--- config.mk ---
export PLATFORM = sky130hd
export DESIGN_NAME = piso_shift_tx
export DESIGN_NICKNAME = d
export VERILOG_FILES = /design/src/rtl/piso_shift_tx_pkg.sv /design/src/rtl/piso_shift_tx_bit_counter.sv /design/src/rtl/piso_shift_tx.sv
export SDC_FILE = /design/constraint.sdc
export NUM_CORES = 1
export LEC_CHECK = 0
export ABC_AREA = 1
export CAP_MARGIN = 20
export CORE_AREA = 2 2 39 41
export DETAILED_ROUTE_END_ITERATION = 8
export DIE_AREA = 0 0 41 43
export GPL_ROUTABILITY_DRIVEN = 0
export REMOVE_ABC_BUFFERS = 1
export SETUP_SLACK_MARGIN = 0.02
export SYNTH_ARGS = -nofsm -noshare
export SYNTH_HDL_FRONTEND = slang
export SYNTH_HIERARCHICAL = 1
export SYNTH_SLANG_ARGS = --single-unit
--- constraint.sdc ---
create_clock -name clk -period 2.8 [get_ports clk]
set_input_delay 0.7 -clock clk [delete_from_list [all_inputs] [get_ports clk]]
set_output_delay 0.7 -clock clk [all_outputs]
set_load 0.02 [all_outputs]
--- src/rtl/piso_shift_tx_pkg.sv ---
// rtl/piso_shift_tx_pkg.sv - shared FSM encodings and default idle level for the PISO transmitter
package piso_shift_tx_pkg;

  typedef enum logic {
    ST_IDLE  = 1'b0,
    ST_SHIFT = 1'b1
  } state_e;

  localparam logic IDLE_BIT_DEFAULT = 1'b0;

endpackage

--- src/rtl/piso_shift_tx_bit_counter.sv ---
// rtl/piso_shift_tx_bit_counter.sv - mod-WIDTH bit counter with terminal-count flag
module bit_counter #(
  parameter int WIDTH = 4,
  localparam int CW   = $clog2(WIDTH)
) (
  input  logic          clk,
  input  logic          rst_n,
  input  logic          clr,
  input  logic          en,
  output logic [CW-1:0] count,
  output logic          tc
);

  localparam logic [CW-1:0] LAST = CW'(WIDTH - 1);

  logic [CW-1:0] count_q;
  logic [CW-1:0] count_d;

  // clr wins over en so a reload on the final bit restarts at zero
  always_comb begin
    count_d = count_q;
    if (clr) begin
      count_d = '0;
    end else if (en) begin
      count_d = (count_q == LAST) ? '0 : count_q + 1'b1;
    end
  end

  always_ff @(posedge clk or negedge rst_n) begin
    if (!rst_n) begin
      count_q <= '0;
    end else begin
      count_q <= count_d;
    end
  end

  assign count = count_q;
  assign tc    = (count_q == LAST);

endmodule

--- src/rtl/piso_shift_tx.sv ---
// rtl/piso_shift_tx.sv - parallel-in/serial-out transmitter, LSB first, gapless back-to-back words
module piso_shift_tx
  import piso_shift_tx_pkg::*;
#(
  parameter int   WIDTH    = 4,
  parameter logic IDLE_BIT = IDLE_BIT_DEFAULT,
  localparam int  CW       = $clog2(WIDTH)
) (
  input  logic             clk,
  input  logic             rst_n,
  input  logic             en,
  input  logic [WIDTH-1:0] p_in,
  input  logic             p_valid,
  output logic             p_ready,
  output logic             s_out,
  output logic             s_active,
  output logic             s_last
);

  localparam logic [CW-1:0] LAST = CW'(WIDTH - 1);

  state_e           state_q;
  state_e           state_d;
  logic [WIDTH-1:0] sreg_q;
  logic [WIDTH-1:0] sreg_d;
  logic [CW-1:0]    cnt;
  logic             tc;
  logic             accept;
  logic             shifting;

  assign shifting = (state_q == ST_SHIFT);
  assign accept   = p_valid & p_ready;

  bit_counter #(
    .WIDTH (WIDTH)
  ) u_bit_counter (
    .clk   (clk),
    .rst_n (rst_n),
    .clr   (accept),
    .en    (shifting & en),
    .count (cnt),
    .tc    (tc)
  );

  // Ready depends only on registered state and en, never on p_valid
  assign p_ready = ~shifting | (en & tc);

  always_comb begin
    state_d = state_q;
    sreg_d  = sreg_q;
    unique case (state_q)
      ST_IDLE: begin
        if (accept) begin
          state_d = ST_SHIFT;
          sreg_d  = p_in;
        end
      end
      ST_SHIFT: begin
        if (en) begin
          if (tc) begin
            if (accept) begin
              sreg_d = p_in;
            end else begin
              state_d = ST_IDLE;
              sreg_d  = '0;
            end
          end else begin
            sreg_d = {1'b0, sreg_q[WIDTH-1:1]};
          end
        end
      end
      default: begin
        state_d = ST_IDLE;
        sreg_d  = '0;
      end
    endcase
  end

  always_ff @(posedge clk or negedge rst_n) begin
    if (!rst_n) begin
      state_q <= ST_IDLE;
      sreg_q  <= '0;
    end else begin
      state_q <= state_d;
      sreg_q  <= sreg_d;
    end
  end

  assign s_out    = shifting ? sreg_q[0] : IDLE_BIT;
  assign s_active = shifting;
  assign s_last   = shifting & (cnt == LAST);

endmodule

# After elaboration in Yosys (flattened, before gate mapping)
# Cells that the tools add are included.
# word_totals
reg_bits	7
input_bits	8
output_inout_bits	4
elab_cells	28
# op_classes
addsub	1
n_eq_ne	3
muxes	13
bitwise	6
n_reduce_logical	2
# op_table
cell	n
$mux 4	4
$pmux 4 s2	1
$mux 2	3
$and 1x1->1	4
$mux 1	4
$ne 2x2->1 const B	2
$add 2x1->2 const B	1
$eq 2x2->1 const B	1
$pmux 1 s2	1
$reduce_and 2->1	1
$reduce_bool 2->1	1
$not 1->1	1
$or 1x1->1	1

# Longest topological paths before layout
# Gate-level depths: netlist of the first run.
# depth
depth_word	8
ltp_mapped	8
mapped_depth_nobuf	8

# Hierarchy
# The synthesis of the first run kept the hierarchy.
# by_module_without_submodules
mod	instances	cells_each	area_each_um2	seq_area_each_um2
piso_shift_tx	1	46	310.3	125.1
bit_counter	1	12	101.3	50.0

# Least setup slack after synthesis of the first run
# Ideal clock, no wire load.
# synth_timing
kind	in2out
from	input port en
to	output port p_ready
arrival_time_ps	1035
required_ps	2100
setup_slack_ps	1065
stages	4
n_path_buf	0
path_cell_list	inv_1 nand2_1 nand2_1 inv_1
# synth_between
elab_chain_len	2
# synth_lines
element	line_no	text
start, declared	piso_shift_tx.sv:11	input logic en,
$and 1x1->1	piso_shift_tx.sv:46	assign p_ready = ~shifting | (en & tc);
$or 1x1->1	piso_shift_tx.sv:46	
end, declared	piso_shift_tx.sv:14	output logic p_ready,
# Every way passes these cells.

# Final worst setup path of the first run
# Same ends and word-level chain as after synthesis.

==> results of run 1 <==
-- registers in the layout (all words and copies together) (netlist names) --
name,cells
s_active,1
sreg_q,4
u_bit_counter/count,2
-- per-layer routing --
layer	part of all wire	up-vias	track usage	wire length, um
li1	-	205	-	-
met4	0	0	0.100	0
met2	0.43	13	0.134	374
met3	0.065	0	0.0628	56
met5	0	-	0	0
met1	0.50	149	0.155	433
-- worst min path at each step --
| stage | endpoint | from |
|---|---|---|
| detailed placement | u_bit_counter/count[1]$_DFFE_PN0P_ | u_bit_counter/count[1]$_DFFE_PN0P_ |
| floorplan | s_active$_DFF_PN0_ | rst_n |
| finish | u_bit_counter/count[1]$_DFFE_PN0P_ | u_bit_counter/count[1]$_DFFE_PN0P_ |
| CTS | u_bit_counter/count[1]$_DFFE_PN0P_ | u_bit_counter/count[1]$_DFFE_PN0P_ |
| global route | sreg_q[2]$_DFFE_PN0P_ | sreg_q[2]$_DFFE_PN0P_ |
| global placement | u_bit_counter/count[1]$_DFFE_PN0P_ | u_bit_counter/count[1]$_DFFE_PN0P_ |
-- metrics by stage --
| step | instance area [um^2] | power (mW) | worst slack (ns) | hold slack [ns] | util |
|---|---|---|---|---|---|
| after CTS | 583 | 0.482 | 0.0567 | 0.515 | 0.421 |
| after global placement | 557 | 0.375 | 0.0721 | 0.491 | 0.402 |
| final | 586 | 0.475 | 0.451 | 0.522 | 0.423 |
| after floorplan | 412 | 0.303 | 1.07 | 0.404 | - |
| after detailed placement | 557 | 0.379 | 0.0608 | 0.501 | 0.402 |
| after global routing | 586 | 0.517 | 0.376 | 0.544 | 0.423 |
-- cell type report --
cell class	count	area share
multi-input combinational	39	0.327
timing repair buffer	13	0.218
sequential	7	0.299
tap	16	0.0342
inverter	12	0.0769
clock buffer	4	0.0449
-- cell usage in the layout, fill, tap and decap left out --
cell type                         netlist  final
sky130_fd_sc_hd__o21ai_2                1      1
sky130_fd_sc_hd__nand2_1               16     16
sky130_fd_sc_hd__clkbuf_1               0      1
sky130_fd_sc_hd__clkdlybuf4s50_1        0     10
sky130_fd_sc_hd__nand3_1                2      2
sky130_fd_sc_hd__o21bai_1               1      1
sky130_fd_sc_hd__buf_4                  0      2
sky130_fd_sc_hd__nor2_2                 2      2
sky130_fd_sc_hd__a21oi_2                3      3
sky130_fd_sc_hd__dfrtp_1                7      7
sky130_fd_sc_hd__inv_2                  2      2
sky130_fd_sc_hd__nor2_1                11     11
sky130_fd_sc_hd__inv_1                 10     10
sky130_fd_sc_hd__clkbuf_4               0      3
sky130_fd_sc_hd__dlymetal6s2s_1         0      1
sky130_fd_sc_hd__nand2_2                2      2
sky130_fd_sc_hd__ha_1                   1      1
-- tightest hold or removal path, delay by kind of cell, from the launching register on --
kind	cells	cell delay, ns
flops	1	0.37
simple gates	2	0.13
-- power groups by stage --
stage / logic, mW / clock network [mW] / registers, mW
2_1_floorplan: 0.142 / 0 / 0.161
3_3_place_gp: 0.212 / 0 / 0.163
3_5_place_dp: 0.214 / 0 / 0.165
4_1_cts: 0.216 / 0.103 / 0.163
5_1_grt: 0.243 / 0.108 / 0.167
6_report: 0.215 / 0.0970 / 0.163
-- cell families (layout without fill, tap and decap cells) --
logic type,after synthesis,count (layout)
AOI/OAI and AO/OA,5,5
adders and majority gates,1,1
buffers and inverters,12,29
DFF,7,7
and+or+nand+nor,33,33
==> implementation parameters, run 1 <==
Parameter                              Value

Worst hold path
  WHS Path Cells ... 2
  Type of the tightest min-delay check ... register to register

Global route
  Via count of the first global-routing pass ... 311
  Initial antenna violation count ... 0
  Total congestion overflow after global routing ... 0
  First-pass GRT wire length ... between 1 and 1.5 mm
  Gr usage total ... 0.118
  Largest net degree at the start of global routing ... 8

Timing
  Endpoints failing setup ... 0
  Period utilization ... 0.839
  Final hold violation count ... 0
  Post-layout minimum cycle time ... 2.35 ns
  Worst clock skew on the final layout ... around 0.0011 ns
  Total count of max-transition violations in the final report ... 0
  Relative slew slack ... 0.767
  Highest Clock Rate ... ~430 MHz
  Transition at the pin with the smallest max-transition slack ... 0.349 ns
  RSZ-0062 raised after global routing ... false
  Setup TNS ... 0 ns

Pwr
  Switching power total ... roughly 0.19 mW
  Peak supply drop ... 417 uV
  Standby leakage power ... roughly 0.32 nW
  Switching Fraction ... 0.391
  Power density over cell area ... just over 800 mW/mm^2
  Flop pwr share ... 0.343
  Portion of total power attributed to combinational logic ... 0.452
  Internal portion of total power ... slightly below 0.3 mW
  Clk network pwr share ... 0.204

Floorplanning
  Core Footprint ... roughly 0.0014 mm^2
  Number of rows in the core area ... 14
  Die extent in x ... 41 um
  Height of the chip ... 43 um
  Starting density of the core ... 0.297
  Overall die area ... around 0.0018 mm^2
  I/O pin count ... 12

CTS
  Num CTS Buffers ... 3
  Cell chosen for the clock root ... sky130_fd_sc_hd__clkbuf_4
  Number of setup buffers added after CTS ... 0
  Resized Gates After CTS ... 0
  Largest buffer count on any clock path ... 2
  H-tree depth ... 1
  Clock insertion delay at the later pin of the skew report ... between 0.2 and 0.3 ns
  Post-cts hold buffer count ... 0
  Clk sink count ... 7
  CTS tree ... yes
  Register clock-pin slew on the reported worst setup and hold paths ... ~0.060 ns

Final layout
  Antenna Cells ... 0
  Layout cell share with drive strength beyond 1 ... 0.200
  Flip-flop and latch area ... 175 um^2
  Final net count ... between 80 and 90
  Number of fillers in the final layout ... about 150
  Area used by multi-input combinational logic ... 191 um^2
  Non-filler cells, final ... between 90 and 100
  Signed area change from the synthesized netlist to the final layout ... 42.2%

Route
  DR WL/cell ... around 9.5 um
  Antenna Nets Post-Route ... 0
  Final Routed Wirelength ... ~860 um
  Via total after detailed routing ... about 370
  # DRC ... 0
  Via-per-instance ratio ... approximately 4.0
  Iteration-0 DRC Markers ... 7
  Number of detailed-route iterations in the first pass ... 4

Yosys
  Compound-gate portion of the synthesized area ... 0.103
  Leading cell types by count after synthesis ... 16 x sky130_fd_sc_hd__nand2_1, 11 x sky130_fd_sc_hd__nor2_1, 10 x sky130_fd_sc_hd__inv_1
  Post-synthesis share of cell area spent on xor and xnor gates ... 0
  Yosys warning count ... 6
  Synth Flop Type ... sky130_fd_sc_hd__dfrtp_1
  Gate count of the mapped netlist ... 58
  Post-synthesis simple-gate area fraction ... 0.331
  Cell types occupying the most area after synthesis ... sky130_fd_sc_hd__dfrtp_1 43%, sky130_fd_sc_hd__nand2_1 15%, sky130_fd_sc_hd__nor2_1 10%, sky130_fd_sc_hd__inv_1 9.1%, sky130_fd_sc_hd__a21oi_2 6.4%
  Share of the synthesized area in the top cell type ... 0.426
  Number of flops mapped to enable cells by yosys ... 0
  Mapped cell area ... around 410 um^2
  Main combinational cell family by area after synthesis ... simple AND/OR/NAND/NOR gates
  Yosys reg bits ... 7
  Most numerous cell in the Yosys netlist ... sky130_fd_sc_hd__nand2_1
  Multiplexer share of the synthesized area ... 0
  Proportion of synthesized chip area in sequential cells ... 0.426
  Post-Synth Adder-Cell Area ... 0.0304
  Mapped Avg Cell Area ... ~7 um^2
  Proportion of synthesized flip-flops having asynchronous set or reset ... 1.00
  Cell taking the most area after synthesis ... sky130_fd_sc_hd__dfrtp_1
  Yosys cell types ... 12

Critical path
  Termination of the worst setup path ... p_ready
  Worst Path Buf+Inv ... 4
  Chain of cells forming the critical path ... clkdlybuf4s50_1 > inv_1 > nand2_1 > nand2_1 > inv_1 > dlymetal6s2s_1
  Count of cells along the worst register-to-register path ... 8
  Slack of the worst reg-to-reg path ... 1.49 ns
  Biggest fanout along the worst timing path ... 2
  CP startpoint kind ... input pin
  Cell depth of the worst setup path ... 6
  Critical Path Start ... en
  End of the worst register-to-register path ... u_bit_counter/count[0]$_DFFE_PN0P_
  WS Path Type ... input pin to output port
  Largest stage delay, worst path ... 0.48 ns
  CP Capture Type ... output port
  Arrival time worst endpoint ... about 1.7 ns
  Gate family responsible for the most delay along the worst path ... buffers and inverters
  Required time reported for the critical path endpoint ... 2.10 ns
  Critical Path Slowest Stage Cell ... sky130_fd_sc_hd__clkdlybuf4s50_1
  Origin of the critical flop-to-flop path ... u_bit_counter/count[0]$_DFFE_PN0P_

Place
  Cell count after placement ... 87
  Count of input and output buffers ... 11
  HPWL after detailed placement ... 652 um

Run
  Maxcap violations ... 0

Run status
  Result of the run ... complete, no violations
(Power assumes the default switching activity.)
==> run 2, diff against run 1 <==
==> constraint.sdc (replaced) <==
create_clock -name clk -period 2 [get_ports clk]
set_input_delay 0.5 -clock clk [delete_from_list [all_inputs] [get_ports clk]]
set_output_delay 0.5 -clock clk [all_outputs]
set_load 0.02 [all_outputs]
==> implementation parameters, run 2 (same netlist as run 1, synthesis figures left out) <==
Parameter                              Value

Critical path
  Biggest fanout along the worst timing path ... 2 (unchanged)
  Origin of the critical flop-to-flop path ... u_bit_counter/count[0]$_DFFE_PN0P_
  CP Capture Type ... output port
  Slack of the worst reg-to-reg path ... 0.65 ns (-0.84 ns)
  Critical Path Start ... en
  WS Path Type ... input pin to output port
  CP startpoint kind ... input pin
  Arrival time worst endpoint ... 1.37 ns (-0.28 ns)
  End of the worst register-to-register path ... u_bit_counter/count[1]$_DFFE_PN0P_
  Termination of the worst setup path ... p_ready
  Count of cells along the worst register-to-register path ... 9 (+1)
  Required time reported for the critical path endpoint ... 1.50 ns (-0.60 ns)

CTS
  Num CTS Buffers ... 3 (unchanged)
  Largest buffer count on any clock path ... 2 (unchanged)
  CTS tree ... yes
  Register clock-pin slew on the reported worst setup and hold paths ... 0.05 ns (about the same)
  H-tree depth ... 1 (unchanged)
  Clk sink count ... 7 (unchanged)
  Post-cts hold buffer count ... 0 (unchanged)
  Clock insertion delay at the later pin of the skew report ... 0.25 ns (about the same)
  Cell chosen for the clock root ... sky130_fd_sc_hd__clkbuf_4

Route
  Final Routed Wirelength ... 872 um (+1.0%)
  Number of detailed-route iterations in the first pass ... 4 (unchanged)
  DR WL/cell ... 9.38 um (-1.1%)
  # DRC ... 0 (unchanged)
  Antenna Nets Post-Route ... 0 (unchanged)
  Iteration-0 DRC Markers ... 7 (unchanged)
  Via-per-instance ratio ... 4.20 (+4.2%)
  Via total after detailed routing ... 391 (+6.5%)

Place
  HPWL after detailed placement ... 663 um (+1.7%)
  Instance area after placement ... 572 um^2 (+2.7%)
  Count of input and output buffers ... 11 (unchanged)
  Cell count after placement ... 89 (+2.3%)

Final layout
  Commonest non-fill, non-tap cell in the layout ... sky130_fd_sc_hd__nand2_1
  Signed area change from the synthesized netlist to the final layout ... 44.1%
  Summed area of non-filler cells in the final layout ... 593 um^2 (+1.3%)
  Number of flip-flops in the largest register ... 4 (unchanged)
  Final net count ... 87 (+2.4%)
  Antenna Cells ... 0 (unchanged)
  Layout cell share with drive strength beyond 1 ... 0.247 (+0.0468)
  Top library cells by usage in the layout, fill and taps aside ... 16 x sky130_fd_sc_hd__nand2_1, 11 x sky130_fd_sc_hd__nor2_1, 10 x sky130_fd_sc_hd__inv_1, 9 x sky130_fd_sc_hd__clkdlybuf4s50_1, 6 x sky130_fd_sc_hd__dfrtp_1
  Largest register by flop count ... sreg_q
  Non-filler cells, final ... 93 (+2.2%)

Timing
  Period utilization ... 0.935
  Highest Clock Rate ... about 530 MHz
  RSZ-0062 raised after global routing ... false
  Worst clock skew on the final layout ... 0.00145 ns (+0.000378 ns)
  Final hold violation count ... 0 (unchanged)
  Setup TNS ... 0 ns (unchanged)
  Transition at the pin with the smallest max-transition slack ... 0.340 ns (-0.00873 ns)
  Post-layout minimum cycle time ... ~1.9 ns
  Relative slew slack ... 0.772 (+0.00584)
  Endpoints failing setup ... 0 (unchanged)
  Total count of max-transition violations in the final report ... 0 (unchanged)

Floorplanning
  Overall die area ... 0.00176 mm^2 (unchanged)
  Die extent in x ... 41 um (unchanged)
  Core Footprint ... 0.00138 mm^2 (unchanged)
  Number of rows in the core area ... 14 (unchanged)
  I/O pin count ... 12 (unchanged)
  Starting density of the core ... 0.297 (unchanged)
  Height of the chip ... 43 um (unchanged)

Global route
  Via count of the first global-routing pass ... 335 (+7.7%)
  Initial antenna violation count ... 0 (unchanged)
  Largest net degree at the start of global routing ... 8 (unchanged)
  Total congestion overflow after global routing ... 0 (unchanged)
  Gr usage total ... 0.123 (+0.00481)
  First-pass GRT wire length ... 1.35 mm (+4.2%)

Pwr
  Standby leakage power ... 0.313 nW (-0.67%)
  Peak supply drop ... 456 uV (+9.5%)
  Power density over cell area ... 1130 mW/mm^2 (+40%)

Worst hold path
  Type of the tightest min-delay check ... input pin to async pin

Run
  Maxcap violations ... 0 (unchanged)

Run status
  Result of the run ... complete, no violations
## run 2: cell count changes in the layout (fill, tap and decap cells not counted), sizes merged
cell           change
buf                +3
clkdlybuf4s50      -1
dlygate4sd2        +1
dlymetal6s2s       -1
## run 2: routing by layer
layer  track usage  wire, um
met1         0.148       433
met2         0.156       378
met3        0.0471        48
met4         0.120        12
met5             0         0
## run 2: area by class of cell
| cell class | instances | area, um^2 |
|---|---|---|
| sequential | 7 | 176 |
| clock buffer | 4 | 26.3 |
| inverter | 12 | 45.0 |
| fill | 153 | 791 |
| timing repair buffer | 15 | 134 |
| tap | 16 | 20.0 |
| multi-input combinational | 39 | 191 |
## run 2: where the power goes
group | leakage [nW] | switching, mW | internal, mW
combinational | 0.216 | 0.168 | 0.145
sequential | 0.0825 | 0.0355 | 0.193
clock | 0.0150 | 0.0542 | 0.0763
total | 0.313 | 0.258 | 0.414
## run 2: critical path, cell delays in order
cell and delay [ns]:
sky130_fd_sc_hd__clkdlybuf4s50_1 0.47, sky130_fd_sc_hd__inv_1 0.04, sky130_fd_sc_hd__nand2_1 0.07, sky130_fd_sc_hd__nand2_1 0.07, sky130_fd_sc_hd__inv_1 0.07, sky130_fd_sc_hd__buf_2 0.16
## run 2: timing repair
action / in CTS / in global routing
resized for setup: 4 / 2
setup buffers: 0 / 0
endpoints found under the setup margin: 2 / 2
## run 2: worst min-delay path by stage
stage	to	slack (ns)
floorplan	s_active$_DFF_PN0_	0.20
global placement	u_bit_counter/count[1]$_DFFE_PN0P_	0.49
detailed placement	u_bit_counter/count[1]$_DFFE_PN0P_	0.50
CTS	s_active$_DFF_PN0_	0.51
global route	u_bit_counter/count[1]$_DFFE_PN0P_	0.53
finish	u_bit_counter/count[1]$_DFFE_PN0P_	0.52
## run 2: metrics by stage
step,hold slack (ns),util,power [mW],worst slack [ns]
floorplan,0.204,-,0.424,0.557
global placement,0.491,0.413,0.545,-0.309
detailed placement,0.497,0.413,0.550,-0.322
CTS,0.512,0.432,0.686,0.0197
global route,0.529,0.429,0.736,0.0583
finish,0.516,0.429,0.671,0.130
